**src/rtl/hs_pkg.sv**
```systemverilog
`default_nettype none
// ============================================================================
// Module      : hs_pkg
// Description : Shared constants and helpers for the valid/ready handshake
//               slices and FIFO, so every block agrees on default widths and
//               on how pointer widths are derived from depth.
//               Contents:
//                 HS_WIDTH       default data width (32)
//                 HS_FIFO_DEPTH  default FIFO depth (4)
//                 hs_clog2()     ceiling log2, used for pointer widths
// Revision    : 1.0 - initial release
// ============================================================================
package hs_pkg;

    localparam int HS_WIDTH      = 32;
    localparam int HS_FIFO_DEPTH = 4;

    // Ceiling log2, usable in constant expressions (parameter derivation).
    function automatic int hs_clog2(input int value);
        int result;
        int remaining;
        result    = 0;
        remaining = value - 1;
        while (remaining > 0) begin
            result    = result + 1;
            remaining = remaining >> 1;
        end
        return result;
    endfunction

endpackage
`default_nettype wire

```
**src/rtl/hs_fifo_mem.sv**
```systemverilog
`default_nettype none
// ============================================================================
// Module      : hs_fifo_mem
// Description : DEPTH x WIDTH register array for hs_fifo. One synchronous
//               write port and one asynchronous read port. Contents are not
//               reset; validity is tracked by the FIFO control logic.
// Ports       : clk    - clock
//               we     - write enable
//               waddr  - write address (AW bits)
//               wdata  - write data (WIDTH bits)
//               raddr  - read address (AW bits)
//               rdata  - combinational read data (WIDTH bits)
// Revision    : 1.0 - initial release
// ============================================================================
module hs_fifo_mem
    import hs_pkg::*;
#(
    parameter int WIDTH = HS_WIDTH,
    parameter int DEPTH = HS_FIFO_DEPTH,
    parameter int AW    = hs_clog2(HS_FIFO_DEPTH)
) (
    input  logic             clk,
    input  logic             we,
    input  logic [AW-1:0]    waddr,
    input  logic [WIDTH-1:0] wdata,
    input  logic [AW-1:0]    raddr,
    output logic [WIDTH-1:0] rdata
);

    logic [WIDTH-1:0] r_mem [DEPTH];

    always_ff @(posedge clk) begin
        if (we) begin
            r_mem[waddr] <= wdata;
        end
    end

    assign rdata = r_mem[raddr];

endmodule
`default_nettype wire

```
**src/rtl/hs_fifo.sv**
```systemverilog
`default_nettype none
// ============================================================================
// Module      : hs_fifo
// Description : Synchronous valid/ready FIFO. Absorbs bursts while the
//               consumer stalls and presents an ordered, loss-free stream on
//               a valid/ready output port that matches the register slices.
//               No fall-through: a word pushed into an empty FIFO appears on
//               the output one cycle later.
// Ports       : clk      - clock, rising edge
//               rst      - synchronous active-high reset
//               valid_i  - upstream has data_i available
//               ready_o  - FIFO can accept a word this cycle
//               data_i   - write data (WIDTH bits)
//               valid_o  - data_o holds the oldest stored word
//               ready_i  - downstream accepts data_o this cycle
//               data_o   - read data (WIDTH bits), zero when empty
//               count_o  - stored entries, 0..DEPTH (AW+1 bits)
// Revision    : 1.0 - initial release
// ============================================================================
module hs_fifo
    import hs_pkg::*;
#(
    parameter int WIDTH = HS_WIDTH,
    parameter int DEPTH = HS_FIFO_DEPTH,
    localparam int AW   = hs_clog2(DEPTH)
) (
    input  logic             clk,
    input  logic             rst,
    input  logic             valid_i,
    output logic             ready_o,
    input  logic [WIDTH-1:0] data_i,
    output logic             valid_o,
    input  logic             ready_i,
    output logic [WIDTH-1:0] data_o,
    output logic [AW:0]      count_o
);

    localparam logic [AW:0]   c_full_cnt = (AW + 1)'(DEPTH);
    localparam logic [AW:0]   c_cnt_one  = (AW + 1)'(1);
    localparam logic [AW-1:0] c_ptr_one  = AW'(1);

    logic [AW-1:0]    r_wr_ptr;
    logic [AW-1:0]    r_rd_ptr;
    logic [AW:0]      r_cnt;

    logic             w_full;
    logic             w_empty;
    logic             w_push;
    logic             w_pop;
    logic [WIDTH-1:0] w_rdata;

    assign w_full  = (r_cnt == c_full_cnt);
    assign w_empty = (r_cnt == '0);

    // Gating with rst keeps upstream from seeing a ready that the reset edge
    // would silently discard.
    assign ready_o = !w_full && !rst;
    assign valid_o = !w_empty;

    assign w_push  = valid_i && ready_o;
    assign w_pop   = valid_o && ready_i;

    always_ff @(posedge clk) begin
        if (rst) begin
            r_wr_ptr <= '0;
            r_rd_ptr <= '0;
            r_cnt    <= '0;
        end else begin
            // Pointers wrap by natural AW-bit overflow (DEPTH is a power of 2).
            if (w_push) begin
                r_wr_ptr <= r_wr_ptr + c_ptr_one;
            end
            if (w_pop) begin
                r_rd_ptr <= r_rd_ptr + c_ptr_one;
            end
            unique case ({w_push, w_pop})
                2'b10:   r_cnt <= r_cnt + c_cnt_one;
                2'b01:   r_cnt <= r_cnt - c_cnt_one;
                default: r_cnt <= r_cnt;
            endcase
        end
    end

    hs_fifo_mem #(
        .WIDTH (WIDTH),
        .DEPTH (DEPTH),
        .AW    (AW)
    ) u_mem (
        .clk   (clk),
        .we    (w_push),
        .waddr (r_wr_ptr),
        .wdata (data_i),
        .raddr (r_rd_ptr),
        .rdata (w_rdata)
    );

    // Stale array contents never leak out while the FIFO is empty.
    assign data_o  = w_empty ? '0 : w_rdata;
    assign count_o = r_cnt;

endmodule
`default_nettype wire

```
**config.mk**
```make
export PLATFORM = sky130hd
export DESIGN_NAME = hs_fifo
export DESIGN_NICKNAME = d
export VERILOG_FILES = /design/src/rtl/hs_pkg.sv /design/src/rtl/hs_fifo_mem.sv /design/src/rtl/hs_fifo.sv
export SDC_FILE = /design/constraint.sdc
export NUM_CORES = 1
export LEC_CHECK = 0
export CORE_ASPECT_RATIO = 1.2
export CORE_MARGIN = 2
export CORE_UTILIZATION = 40
export CTS_BUF_LIST = sky130_fd_sc_hd__clkbuf_4
export DETAILED_ROUTE_END_ITERATION = 10
export DONT_BUFFER_PORTS = 1
export HOLD_SLACK_MARGIN = 0.02
export PLACE_DENSITY = 0.57
export SYNTH_ARGS = -nofsm -noshare
export SYNTH_HDL_FRONTEND = slang
export SYNTH_SLANG_ARGS = --single-unit
```
**constraint.sdc**
```tcl
create_clock -name clk -period 2.63 [get_ports clk]
set_input_delay 0.526 -clock clk [delete_from_list [all_inputs] [get_ports clk]]
set_output_delay 0.526 -clock clk [all_outputs]
set_load 0.1 [all_outputs]
```
==> run summary <==
Outcome: finished clean
Non-Filler Instances: 499
Number of CTS-inserted buffers: 17
Part of the cycle the worst path needs: 96.2%
Post-DP HPWL: 5790 um
Req. time, crit path: 2.10 ns
Final setup vio count: 0
Leading area contributor after synthesis: edfxtp_1
Area grow syn2layout: 28.7%
Post-Syn Instances: 255
CTS tree: built
DRC: 0
R2r setup slk: 0.39 ns
First-pass DRT Iterations: 4
CTS H-tree depth: 4
RR Startpoint: count_o[2]$_SDFFE_PP0P_
Starting density of the core: 40.8%
Routed Antenna Nets: 0
Max Fclk: 395 MHz
Critical path class: reg -> out
First-pass GRT wire length: 15,000 um
Max incr delay on CP: 0.49 ns
Maximum Capacitance Violations: 0
HP Class: in -> reg
Vias in the first global route: 2,761
Crit path max-delay family: multiplexers
Slowest-stage cell, CP: mux4_2
Share of the synthesized area in the top cell type: 71.9%
Clock sink total: 137
Share of cells above drive strength 1: 45.2%
Slew headroom: 71.1%
Asr flop ratio synth: 0%
Worst EP arrival: 2.00 ns
Ys flop type: edfxtp_1
RSZ-0062 raised after global routing: true
# fillers: 1,079
DR WL/cell: 19.4 um
Ports: 73
Worst-Margin Slew: 0.430 ns
Clk_lat worst skew: 0.51 ns
Placement Setup Slack: 0.403 ns
Top area cells in the synthesized netlist: edfxtp_1, mux4_2, dfxtp_1, nor2b_1, ha_1
Minimum clock period: 2.53 ns
Hold path cells: 1
Register area share after synthesis: 75.2%
Syn nets: 297
Post-CTS setup repair buffer count: 0
Reg clk slew, reported paths: 0.12 ns
Post-synth EDFFs: 128
RR Endpoint: count_o[2]$_SDFFE_PP0P_
RePlAce Congestion: 0.655
Yosys cell types: 25
Final max-slew violation count: 0
PortBufs: 0
Post-Route WL: 9700 um
Die area: 14,300 um2
Synthesized area per cell: 21.0 um2
CTS Buffer Depth: 2
Hold slack: 0.0822 ns
Crit. End Element: output pin
Initial antenna violation count: 1
Cell Chain, Critical Path: buf_12 > mux4_2 > and2b_1 > buf_12
Largest net degree at the start of global routing: 36
Setup WS post-layout: 0.0992 ns
Placed insts: 458
Core area: 13,100 um2
Final Hold Viols: 0
Area of the multi-input gates: 1340 um2
Vias: 2,500
Final core utilization: 52.5%
1st-iter DRT viols: 125
Mapped cell area: 5350 um2
R2R depth: 10
Root Buffer: clkbuf_4
Register area: 4040 um2
Worst Min Path Start: rst
Worst Setup Start Kind: flop
DR vias/cell: 5.01
CP Max Fanout: 7
Layout Nets: 359
Buf/Inv on CP: 2
FP Rows: 46
Worst clock skew: 0.0108 ns
Horiz. Die Dim: 110 um
Most used cell along the critical path: buf_12
YS warnings: 0
Die height: 131 um
Grt ovf: 0
Yosys reg bits: 137
Gr usage total: 14.9%
==> Yosys cell counts, types with 3 or more instances <==
cell type  number
a21oi_1         3
and2_1          4
and2b_1         8
buf_2           3
clkbuf_1        4
dfxtp_1         9
edfxtp_1      128
ha_1            5
inv_1           8
mux4_2         32
nor2_1          7
nor2b_1        24
xor2_1          3
==> logic make-up after synthesis <==
family	Yosys count	share of synthesized area, %
xor gates and xnor gates	3	0.491
DFF	137	75.2
muxes	34	13.9
AOI/OAI and AO/OA	6	0.608
buffers and inverters	19	2.29
and+or+nand+nor	50	5.96
adders and majority gates	6	1.54
==> final cells by class <==
cell class | instances | share of cell area (%)
sequential | 137 | 58.6
tap | 168 | 3.05
clock inverter | 14 | 2.85
clock buffer | 18 | 1.96
antenna | 1 | 0.0363
timing repair buffer | 54 | 13.7
multi-input combinational | 99 | 19.4
inverter | 8 | 0.436
==> routing by layer <==
| metal | wire length (um) | GRT usage (%) | vias to the layer above |
|---|---|---|---|
| met3 | 545 | 5.85 | 12 |
| li1 | - | - | 1134 |
| met5 | 0 | 0 | - |
| met2 | 5510 | 26.4 | 60 |
| met1 | 3510 | 16.0 | 1294 |
| met4 | 132 | 5.66 | 0 |
==> how the worst max path moves through the flow <==
stage,end,slack [ns],cells past startpoint
after global routing,data_o[31],-0.01,4
after global placement,count_o[2]$_SDFFE_PP0P_,0.50,10
after detailed placement,count_o[2]$_SDFFE_PP0P_,0.40,10
after floorplan,data_o[12],0.05,3
after CTS,data_o[7],0.0001,4
final,data_o[31],0.1,4
==> per-stage QoR <==
| stage | setup TNS, ns | area (um2) |
|---|---|---|
| detailed placement | 0 | 6400 |
| floorplan | 0 | 5450 |
| global placement | 0 | 6400 |
| finish | 0 | 6890 |
| CTS | 0 | 6770 |
| global route | -0.0335 | 6890 |
==> cells in the final DEF, fill, tap and decap left out, types with 4 or more instances in the layout <==
cell	Yosys	final
dlygate4sd3_1	0	6
dfxtp_1	9	4
bufinv_16	0	4
and2_2	0	4
mux4_2	32	32
inv_1	8	8
nor2b_4	0	12
buf_4	0	7
edfxtp_1	128	128
nor2_1	7	6
clkbuf_4	0	18
ha_1	5	5
nor2b_2	0	12
and2b_1	8	8
buf_12	2	38
==> flip-flops by register name (all words and copies together), names as in the netlist, named ones only <==
signal,flops
r_wr_ptr,2
u_mem.r_mem,128
count_o,3
r_rd_ptr,2
==> what timing repair did <==
| item | 4_1_cts | 5_1_grt |
|---|---|---|
| hold endpoints to repair | 5 | 13 |
| gates resized for setup | 2 | 9 |
| hold buffers | 1 | 5 |
| setup endpoints to repair | 19 | 14 |
| cloned | 1 | 1 |
Power is left out: the tool's default activity adds up to more than one toggle a clock period on the data nets, which glitch-free logic cannot reach.
